`src/rtl/mem_stage_if.sv`:
```
// Data-memory port of the memory stage: single-outstanding request/ready bus.
// master = memory stage (issues requests), slave = data memory.
interface mem_stage_if;
   logic        dmem_req;
   logic        dmem_we;
   logic [63:0] dmem_addr;
   logic [63:0] dmem_wdata;
   logic [7:0]  dmem_wstrb;
   logic        dmem_ready;
   logic [63:0] dmem_rdata;

   modport master (
      output dmem_req,
      output dmem_we,
      output dmem_addr,
      output dmem_wdata,
      output dmem_wstrb,
      input  dmem_ready,
      input  dmem_rdata
   );

   modport slave (
      input  dmem_req,
      input  dmem_we,
      input  dmem_addr,
      input  dmem_wdata,
      input  dmem_wstrb,
      output dmem_ready,
      output dmem_rdata
   );
endinterface

```
`src/rtl/mem_stage.sv`:
```
// RV64 pipeline memory stage. Non-memory instructions pass to WB in one
// cycle; loads/stores go through a two-state FSM (IDLE, REQ) that holds the
// request stable on the data-memory port until dmem_ready, stalling EX.
// Optional feature macro MEM_MISALIGN_TRAP_EN: when defined, misaligned
// accesses are suppressed and flagged on wb_misalign; when undefined, the
// low address bits are forced to natural alignment and the access proceeds.
module mem_stage (
   input  logic        clk,
   input  logic        rst_n,
   input  logic        ex_valid,
   input  logic        ex_mem_read,
   input  logic        ex_mem_write,
   input  logic [2:0]  ex_funct3,
   input  logic [63:0] ex_alu_result,
   input  logic [63:0] ex_rs2_data,
   input  logic [4:0]  ex_rd,
   input  logic        ex_reg_write,
   output logic        mem_stall,
   mem_stage_if.master dmem,
   output logic        wb_valid,
   output logic [4:0]  wb_rd,
   output logic        wb_reg_write,
   output logic [63:0] wb_data,
   output logic        wb_misalign
);

   localparam int DATA_W = 64;

   typedef enum logic {IDLE, REQ} state_t;

   state_t state_q, state_d;

   // Request captured at the accept edge and held through REQ
   logic              we_p1;
   logic [DATA_W-1:0] addr_p1;
   logic [DATA_W-1:0] wdata_p1;
   logic [7:0]        wstrb_p1;
   logic [1:0]        size_p1;
   logic              unsigned_p1;
   logic [4:0]        rd_p1;
   logic              reg_write_p1;

   // EX-side decode
   logic              mem_op;
   logic              illegal;
   logic              trap;
   logic              accept_mem;
   logic [1:0]        size;
   logic [2:0]        lane;
   logic [DATA_W-1:0] acc_addr;
   logic [DATA_W-1:0] st_wdata;
   logic [7:0]        st_wstrb;
`ifdef MEM_MISALIGN_TRAP_EN
   logic              misal;
`endif

   // Low address bits that must be zero for a naturally aligned access
   function automatic logic [2:0] align_mask(input logic [1:0] sz);
      case (sz)
         2'b00:   align_mask = 3'b000;
         2'b01:   align_mask = 3'b001;
         2'b10:   align_mask = 3'b011;
         default: align_mask = 3'b111;
      endcase
   endfunction

   // Byte-enable pattern for an access of the given size at lane 0
   function automatic logic [7:0] size_mask(input logic [1:0] sz);
      case (sz)
         2'b00:   size_mask = 8'h01;
         2'b01:   size_mask = 8'h03;
         2'b10:   size_mask = 8'h0F;
         default: size_mask = 8'hFF;
      endcase
   endfunction

   // Shift the addressed bytes down, truncate to size, then sign/zero extend
   function automatic logic [DATA_W-1:0] load_extract(
      input logic [DATA_W-1:0] rdata,
      input logic [2:0]        ln,
      input logic [1:0]        sz,
      input logic              uns
   );
      logic [DATA_W-1:0]        sh;
      logic signed [7:0]        b8;
      logic signed [15:0]       h16;
      logic signed [31:0]       w32;
      logic signed [DATA_W-1:0] sx;
      sh  = rdata >> {ln, 3'b000};
      b8  = sh[7:0];
      h16 = sh[15:0];
      w32 = sh[31:0];
      case (sz)
         2'b00: begin
            sx = DATA_W'(b8);
            load_extract = uns ? {56'd0, sh[7:0]} : $unsigned(sx);
         end
         2'b01: begin
            sx = DATA_W'(h16);
            load_extract = uns ? {48'd0, sh[15:0]} : $unsigned(sx);
         end
         2'b10: begin
            sx = DATA_W'(w32);
            load_extract = uns ? {32'd0, sh[31:0]} : $unsigned(sx);
         end
         default: load_extract = sh;
      endcase
   endfunction

   // State register; asynchronous reset abandons any request in flight
   always_ff @(posedge clk or negedge rst_n) begin
      if (!rst_n) state_q <= IDLE;
      else        state_q <= state_d;
   end

   // EX decode (legality, alignment, lane placement) and next-state logic
   always_comb begin
      state_d  = state_q;
      mem_op   = ex_mem_read | ex_mem_write;
      size     = ex_funct3[1:0];
      illegal  = (ex_mem_read & ex_mem_write)
               | (ex_mem_read & (ex_funct3 == 3'b111))
               | (ex_mem_write & ex_funct3[2]);
      acc_addr = {ex_alu_result[DATA_W-1:3], ex_alu_result[2:0] & ~align_mask(size)};
`ifdef MEM_MISALIGN_TRAP_EN
      misal    = |(ex_alu_result[2:0] & align_mask(size));
      trap     = illegal | misal;
`else
      trap     = illegal;
`endif
      lane       = acc_addr[2:0];
      st_wdata   = ex_rs2_data << {lane, 3'b000};
      st_wstrb   = size_mask(size) << lane;
      accept_mem = (state_q == IDLE) & ex_valid & mem_op & ~trap;
      case (state_q)
         IDLE:    if (accept_mem) state_d = REQ;
         REQ:     if (dmem.dmem_ready) state_d = IDLE;
         default: state_d = IDLE;
      endcase
   end

   // Capture the memory request at accept so the bus stays stable in REQ
   always_ff @(posedge clk or negedge rst_n) begin
      if (!rst_n) begin
         we_p1        <= 1'b0;
         addr_p1      <= '0;
         wdata_p1     <= '0;
         wstrb_p1     <= '0;
         size_p1      <= '0;
         unsigned_p1  <= 1'b0;
         rd_p1        <= '0;
         reg_write_p1 <= 1'b0;
      end else if (accept_mem) begin
         we_p1        <= ex_mem_write;
         addr_p1      <= {acc_addr[DATA_W-1:3], 3'b000};
         wdata_p1     <= st_wdata;
         wstrb_p1     <= st_wstrb;
         size_p1      <= size;
         unsigned_p1  <= ex_funct3[2];
         rd_p1        <= ex_rd;
         reg_write_p1 <= ex_reg_write;
      end
   end

   // Writeback bundle: passthrough, suppressed-access report, or memory result
   always_ff @(posedge clk or negedge rst_n) begin
      if (!rst_n) begin
         wb_valid     <= 1'b0;
         wb_rd        <= '0;
         wb_reg_write <= 1'b0;
         wb_data      <= '0;
         wb_misalign  <= 1'b0;
      end else begin
         wb_valid    <= 1'b0;
         wb_misalign <= 1'b0;
         if (state_q == IDLE) begin
            if (ex_valid && !mem_op) begin
               wb_valid     <= 1'b1;
               wb_rd        <= ex_rd;
               wb_reg_write <= ex_reg_write;
               wb_data      <= ex_alu_result;
            end else if (ex_valid && trap) begin
               wb_valid     <= 1'b1;
               wb_rd        <= ex_rd;
               wb_reg_write <= 1'b0;
               wb_misalign  <= 1'b1;
            end
         end else if (dmem.dmem_ready) begin
            wb_valid <= 1'b1;
            wb_rd    <= rd_p1;
            if (we_p1) begin
               wb_reg_write <= 1'b0;
            end else begin
               wb_reg_write <= reg_write_p1;
               wb_data      <= load_extract(dmem.dmem_rdata, addr_p1[2:0] | lane_of(size_p1, wstrb_p1), size_p1, unsigned_p1);
            end
         end
      end
   end

   // Byte lane recovered from the captured strobe (lowest enabled byte)
   function automatic logic [2:0] lane_of(input logic [1:0] sz, input logic [7:0] strb);
      logic [2:0] ln;
      ln = 3'd0;
      for (int i = 7; i >= 0; i--) begin
         if (strb[i]) ln = 3'(i);
      end
      lane_of = ln & ~align_mask(sz);
   endfunction

   assign mem_stall       = (state_q == REQ);
   assign dmem.dmem_req   = (state_q == REQ);
   assign dmem.dmem_we    = we_p1 & (state_q == REQ);
   assign dmem.dmem_addr  = addr_p1;
   assign dmem.dmem_wdata = wdata_p1;
   assign dmem.dmem_wstrb = wstrb_p1;

endmodule

```
`src/flat_wrapper.sv`:
```
// flat-port wrapper written by rule: the top's interface ports become plain ports
module mem_stage_flat 
  (clk, rst_n, ex_valid, ex_mem_read, ex_mem_write, ex_funct3, ex_alu_result, ex_rs2_data, ex_rd, ex_reg_write, mem_stall, wb_valid, wb_rd, wb_reg_write, wb_data, wb_misalign, dmem_dmem_req, dmem_dmem_we, dmem_dmem_addr, dmem_dmem_wdata, dmem_dmem_wstrb, dmem_dmem_ready, dmem_dmem_rdata);
  mem_stage_if dmem_i ();
  input  logic clk;
  input  logic rst_n;
  input  logic ex_valid;
  input  logic ex_mem_read;
  input  logic ex_mem_write;
  input  logic [2:0] ex_funct3;
  input  logic [63:0] ex_alu_result;
  input  logic [63:0] ex_rs2_data;
  input  logic [4:0] ex_rd;
  input  logic ex_reg_write;
  output logic mem_stall;
  output logic wb_valid;
  output logic [4:0] wb_rd;
  output logic wb_reg_write;
  output logic [63:0] wb_data;
  output logic wb_misalign;
  output wire logic [$bits(dmem_i.dmem_req)-1:0] dmem_dmem_req;
  output wire logic [$bits(dmem_i.dmem_we)-1:0] dmem_dmem_we;
  output wire logic [$bits(dmem_i.dmem_addr)-1:0] dmem_dmem_addr;
  output wire logic [$bits(dmem_i.dmem_wdata)-1:0] dmem_dmem_wdata;
  output wire logic [$bits(dmem_i.dmem_wstrb)-1:0] dmem_dmem_wstrb;
  input wire logic [$bits(dmem_i.dmem_ready)-1:0] dmem_dmem_ready;
  input wire logic [$bits(dmem_i.dmem_rdata)-1:0] dmem_dmem_rdata;
  assign dmem_dmem_req = dmem_i.dmem_req;
  assign dmem_dmem_we = dmem_i.dmem_we;
  assign dmem_dmem_addr = dmem_i.dmem_addr;
  assign dmem_dmem_wdata = dmem_i.dmem_wdata;
  assign dmem_dmem_wstrb = dmem_i.dmem_wstrb;
  assign dmem_i.dmem_ready = dmem_dmem_ready;
  assign dmem_i.dmem_rdata = dmem_dmem_rdata;
  mem_stage u_core (.clk(clk), .rst_n(rst_n), .ex_valid(ex_valid), .ex_mem_read(ex_mem_read), .ex_mem_write(ex_mem_write), .ex_funct3(ex_funct3), .ex_alu_result(ex_alu_result), .ex_rs2_data(ex_rs2_data), .ex_rd(ex_rd), .ex_reg_write(ex_reg_write), .mem_stall(mem_stall), .dmem(dmem_i), .wb_valid(wb_valid), .wb_rd(wb_rd), .wb_reg_write(wb_reg_write), .wb_data(wb_data), .wb_misalign(wb_misalign));
endmodule
```
`config.mk`:
```
export PLATFORM = sky130hd
export DESIGN_NAME = mem_stage_flat
export DESIGN_NICKNAME = d
export VERILOG_FILES = /design/src/rtl/mem_stage_if.sv /design/src/rtl/mem_stage.sv /design/src/flat_wrapper.sv
export SDC_FILE = /design/constraint.sdc
export NUM_CORES = 1
export LEC_CHECK = 0
export ABC_CLOCK_PERIOD_IN_PS = 3000
export CORE_MARGIN = 8
export CORE_UTILIZATION = 46
export DETAILED_ROUTE_END_ITERATION = 16
export GPL_ROUTABILITY_DRIVEN = 1
export PLACE_DENSITY = 0.85
export RECOVER_POWER = 100
export SYNTH_ARGS = -nofsm -noshare
export SYNTH_HDL_FRONTEND = slang
export SYNTH_SLANG_ARGS = --single-unit
```
`constraint.sdc`:
```
create_clock -name clk -period 3 [get_ports clk]
set_input_delay 0.45 -clock clk [delete_from_list [all_inputs] [get_ports clk]]
set_output_delay 0.45 -clock clk [all_outputs]
set_load 0.05 [all_outputs]
```
== Yosys cells after proc, flatten, opt, wreduce, memory -nomap -nowiden ==
Cells that the tools add are included.

* Shift operators: 3
* Muxes and demuxes: 43
* Add/sub/neg operators: 0
* Equality and inequality tests: 7
* Bitwise operators: 16
* Div/mod/pow operators: 0
* $lt $le $gt $ge: 0
* Reduce and logical (&&, ||, !) cells: 9
* Multipliers: 0

{| class="wikitable"
|+ Operators by type and width
! kind !! count
|-
| 2-to-1 mux 64 bit || 7
|-
| case mux 64 bit (3 select lines) || 1
|-
| left shift 64 x 6 -> 64 bit || 1
|-
| >> shifter 64 x 6 -> 64 bit || 1
|-
| 2-to-1 mux 3 bit || 14
|-
| case mux 8 bit (3 select lines) || 1
|-
| 2-to-1 mux 5 bit || 4
|-
| case mux 3 bit (3 select lines) || 2
|-
| 2-to-1 mux 1 bit || 13
|-
| left shift 8 x 3 -> 8 bit || 1
|-
| AND 1 bit || 7
|-
| AND 3 bit || 2
|-
| inverter 3 bit || 2
|-
| == test 2 x 1 -> 1 bit, second input constant || 2
|-
| == test 2 bit, second input constant || 2
|-
| logical NOT 2 bit || 2
|-
| != test 2 bit, second input constant || 2
|-
| == test 3 bit, second input constant || 1
|-
| bitwise OR 1 bit || 3
|-
| AND reduction 3 bit || 1
|-
| nonzero test 3 bit || 1
|-
| logical AND 1 bit || 2
|-
| inverter 1 bit || 2
|-
| case mux 1 bit (2 select lines) || 1
|-
| 3 further kinds || 3
|}

* Bits in registers: 216
* Bits in latches: 0
* Bits of input ports: 207
* Bits in read-only memories: 0
* Memories kept: 0
* Bits in writable memories: 0
* Logic and storage cells: 92
* Output and inout port bits: 211

== Depth between registers and ports, before layout ==
* Depth in word-level cells: 18
* Depth in mapped cells: 11
* Depth with buffers taken out: 7

== Worst setup path after synthesis ==
Ideal clock, no wire load.

* Path type: register to register
* Start: reg u_core.wstrb_p1[3] (netlist: u_core.dmem.dmem_wstrb[3])
* End: reg u_core.wb_data[56]
* Period minus slack after synthesis: 2,913 ps
* Data required time: 2,918 ps
* Data arrival time: 2,831 ps
* Path buffers: 2
* Library setup time: 82 ps
* Setup slack: 87 ps
* Stages on the path, launching flop included: 10
* Cell sequence: dfrtp_1 or4_1 or3_1 mux2i_1 mux2_2 a211oi_1 o31ai_2 buf_6 buf_6 a31oi_1

* Word-level cells in the longest chain between the ends: 14
* Elaborated cells on any way between the ends: 16
* Classes of those cells: shift (1); mux (14); bitwise (1)

{| class="wikitable"
|+ RTL lines
! what !! RTL line !! source
|-
| from (decl) || mem_stage.sv:37 || <nowiki>logic [7:0] wstrb_p1;</nowiki>
|-
| from (signal assigned) || mem_stage.sv:157 || <nowiki>wstrb_p1 <= st_wstrb;</nowiki>
|-
| 2-to-1 mux 3 bit (*) (4 in series) || mem_stage.sv:206 || <nowiki>if (strb[i]) ln = 3'(i);</nowiki>
|-
| 2-to-1 mux 3 bit (*) || mem_stage.sv:191 || <nowiki>if (we_p1) begin</nowiki>
|-
| 2-to-1 mux 3 bit (*) || mem_stage.sv:188 || <nowiki>end else if (dmem.dmem_ready) begin</nowiki>
|-
| 2-to-1 mux 3 bit (*) || mem_stage.sv:176 || <nowiki>if (state_q == IDLE) begin</nowiki>
|-
| AND 3 bit (*) || mem_stage.sv:208 || <nowiki>lane_of = ln & ~align_mask(sz);</nowiki>
|-
| >> shifter 64 x 6 -> 64 bit (*) || mem_stage.sv:89 || <nowiki>sh = rdata >> {ln, 3'b000};</nowiki>
|-
| 2-to-1 mux 64 bit (on tied branches) || mem_stage.sv:104, mem_stage.sv:96, mem_stage.sv:100 ||
|-
| case mux 64 bit (3 select lines) (*) || mem_stage.sv:93 || <nowiki>case (sz)</nowiki>
|-
| 2-to-1 mux 64 bit (*) || mem_stage.sv:191 ||
|-
| 2-to-1 mux 64 bit (*) || mem_stage.sv:188 ||
|-
| 2-to-1 mux 64 bit (*) || mem_stage.sv:176 ||
|-
| to (signal assigned) || mem_stage.sv:181 || <nowiki>wb_data <= ex_alu_result;</nowiki>
|-
| to (signal assigned) || mem_stage.sv:195 || <nowiki>wb_data <= load_extract(dmem.dmem_rdata, addr_p1[2:0] | lane_of(size_p1, wstrb_p1), size_p1, unsigned_p1);</nowiki>
|-
| to (decl) || mem_stage.sv:23 || <nowiki>output logic [63:0] wb_data,</nowiki>
|}

Every way passes the cells marked *; elsewhere a longest branch is shown, timed or not. The select of a mux whose other input is x is not followed.
A chain may end at the register's enable or synchronous reset.

== Worst setup path after layout ==
* Start: reg u_core.wstrb_p1[3] (netlist: u_core.dmem.dmem_wstrb[3])
* End: reg u_core.wb_data[59]

The elaborated chain is that of the path after synthesis.

==> summary.md <==
| Metric | Value |
|---|---|
| Hold Crit Class | reg2reg |
| Largest net degree at the start of global routing | 77 |
| Max stage delay on crit path | 0.56 ns |
| Final instance area | roughly 17000 um^2 |
| Crit-path cells | or4_4 > or3_1 > buf_4 > a2111oi_2 > a211oi_2 > buf_4 > o31ai_4 > buf_4 > clkbuf_16 > a31oi_1 |
| Vias per inst | 6.00 |
| Clock Latency Late Sink | around 0.53 ns |
| Endpoints failing hold | 0 |
| Top FF cell, synth | dfrtp_1 |
| Crit-path max FO | 24 |
| Router iterations before antenna repair | 6 |
| Nets | around 2000 |
| Via count | between 10000 and 15000 |
| GRT overflow | 0 |
| Max clock buf depth | 3 |
| Sequential-to-total area share from yosys stat | 0.466 |
| Die height | about 170 um |
| Clk pin slew, worst setup/hold paths | 0.06 ns |
| Fill count | 1977 |
| Crit path capture type | register |
| Synth Warn # | 0 |
| Least-Margin Pin Slew | between 2 and 2.5 ns |
| Yosys top cell area share | 0.466 |
| Routed wire length per instance | 25.0 um |
| GRT Util Overall | 0.336 |
| Final wirelength | 53600 um |
| Slowest CP cell | or4_4 |
| Core ar. | 25000 um^2 |
| Distinct cells, synth | 47 |
| Die area | 30500 um^2 |
| Biggest area consumer among synthesized cells | dfrtp_1 |
| Area growth, synth to finish | 49.1% |
| Slew HR | -0.358 |
| ANT nets after route | 0 |
| Pwr per Cell Area | 904 nW/um^2 |
| Failing checks | max-capacitance violations, max-slew violations |
| CTS Sinks | 216 |
| Initial Util | 0.464 |
| Leakage power | a little under 8 nW |
| Tmin final | 2.92 ns |
| Final Total Pwr | 15.6 mW |
| Crit path kind | reg2reg |
| Worst Skew | between 0.015 and 0.02 ns |
| IO Count | 418 |
| Initial antenna violation count | 4 |
| Synth Instances | between 1000 and 1500 |
| Row count | 58 |
| Crit start category | register |
| DR iter-0 viols | 1419 |
| CP delay by family, top | simple AND/OR/NAND/NOR gates |
| CP arrival | 3.29 ns |
| Die Wd | 175 um |
| CP most frequent cell | buf_4 |
| VDD IR max | 0.783 mV |
| Share of layout cells above drive strength 1 | 0.0799 |
| CTS tree | yes |
| Dpl cell area | 16400 um^2 |
| Hold_ws | 0.466 ns |
| Max-slew violations | between 70 and 80 |
| CP Buf/Inv Count | 4 |
| Mean post-synth cell area | a little over 8 um^2 |
| First-pass GRT wire length | 79500 um |
| FFs w/ async S/R, synth | 1.00 |
| Post-route DRC | 0 |
| Max Freq | 343 MHz |
| Number of global-route vias before repair | between 10000 and 15000 |
| Num CTS Buffers | 24 |
| # setup viols final | 0 |
| Post-synth EDFFs | 0 |
| Run status | complete, but fails checks |
| CTS root buf | clkbuf_16 |
| Cell Area, Synth | 11600 um^2 |
| H-tree depth | 1 |
| Final Cycle Share | 0.972 |
| IO buf count | 414 |
| Synth Register Bits | 216 |
| Top cells by area, synth | dfrtp_1, nand2_1, o21ai_0 |
| Routability-driven placement congestion ratio | 0.930 |
| CP required | 3.37 ns |
| DP HPWL | 40100 um |
| Maximum Capacitance Violations | 1 |
-- layout by cell type (no fill, tap or decap), types with 9 or more instances in the layout --
master,netlist,routed
nand2_1,475,475
dfrtp_1,216,215
dlygate4sd3_1,0,210
clkdlybuf4s50_1,0,204
o21ai_0,115,115
a21oi_1,61,59
or3_1,57,57
a31oi_1,58,55
mux2i_1,55,55
buf_4,4,54
nor2_1,50,50
clkbuf_16,0,26
nand3_1,24,24
and3_1,19,19
a22o_1,16,16
mux4_2,15,15
and2_1,13,13
o211ai_1,12,12
inv_1,10,10
o31ai_1,10,10
a211oi_1,12,9
clkbuf_1,92,9
buf_12,0,9
-- where the power goes --
group	switching (mW)	internal, mW
registers	0.581	3.82
logic	5.60	2.46
clock network	1.24	1.93
total	7.42	8.20
-- final cells by class --
cell class                 instances  area, um^2  area share
multi-input combinational       1057        5760       0.333
sequential                       216        5410       0.313
clock buffer                      36         727      0.0421
inverter                          10        37.5     0.00217
clock inverter                     8         119     0.00688
tap                              330         413      0.0239
timing repair buffer             488        4810       0.279
antenna                            2        5.00    0.000290
-- registers in the layout (all words and copies together) (netlist names), 2 cells and up --
signal and flops:
u_core.dmem.dmem_addr 61, u_core.dmem.dmem_wdata 64, u_core.dmem.dmem_wstrb 8, u_core.rd_p1 5, u_core.size_p1 2, u_core.wb_data 64
u_core.wb_rd 5
-- logic make-up after synthesis --
| group | Yosys count | share of synthesized area |
|---|---|---|
| multiplexers | 72 | 0.0786 |
| flip-flops | 216 | 0.466 |
| AO/OA/AOI/OAI | 323 | 0.171 |
| AND/OR/NAND/NOR | 659 | 0.240 |
| buffers and inverters | 124 | 0.0447 |
| other | 1 | 0.000323 |
-- cells in the mapped netlist (2+ instances only) --
master	instances
a211oi_1	12
a21boi_0	2
a21o_1	9
a21oi_1	61
a22o_1	16
a22oi_1	2
a311oi_1	8
a31oi_1	58
and2_1	13
and3_1	19
buf_1	8
buf_2	6
buf_4	4
buf_6	4
clkbuf_1	92
dfrtp_1	216
inv_1	10
mux2_2	2
mux2i_1	55
mux4_2	15
nand2_1	475
nand2b_1	4
nand3_1	24
nor2_1	50
nor3_1	8
nor4_1	3
o211ai_1	12
o21a_1	2
o21ai_0	115
o2bb2ai_1	7
o31ai_1	10
or3_1	57
or4_1	2
-- path summary, 6_finish.rpt --
path / slack [ns] / end / cells after the start / start
hold / removal: 0.47 / u_core.dmem.dmem_addr[44] / 2 / u_core.dmem.dmem_addr[44]
setup / recovery: 0.08 / u_core.wb_data[59] / 10 / u_core.dmem.dmem_wstrb[3]
min in group asynchronous: 1.06 / u_core.dmem.dmem_wdata[4] / 2 / rst_n
hold reg to reg: 0.47 / u_core.dmem.dmem_addr[44] / 2 / u_core.dmem.dmem_addr[44]
setup reg to reg: 0.08 / u_core.wb_data[59] / 10 / u_core.dmem.dmem_wstrb[3]
max in group asynchronous: 0.40 / u_core.wb_data[16] / 3 / rst_n
-- what timing repair did --
item                                   in CTS  in global routing
gates resized for setup                     0                  8
setup endpoints to repair                   0                 41
endpoints found under the hold margin      74                  0
buffers inserted                            0                  2
hold buffers                                1                  0
-- tightest hold or removal path: stages, from the launching register on --
cell and delay, ns:
dfrtp_1 0.33, nand2_1 0.05, nand2_1 0.05
-- per-stage QoR --
step / setup TNS (ns) / util / std cells / setup slack (ns)
finish: 0 / 0.692 / 2147 / 0.0827
global route: -0.0737 / 0.692 / 2146 / -0.0123
CTS: 0 / 0.692 / 2142 / 0.118
detailed placement: 0 / 0.657 / 2097 / 0.126
global placement: 0 / 0.657 / 2097 / 0.180
floorplan: 0 / - / 1397 / 0.0869
-- per-layer routing --
layer / track usage / wire (um) / vias up
met4: 0.155 / 2810 / 6
li1: - / - / 5642
met2: 0.583 / 26300 / 830
met5: 0 / 38 / -
met1: 0.373 / 18600 / 6242
met3: 0.100 / 5840 / 159
No activity file was read; power rests on OpenSTA's default activity.
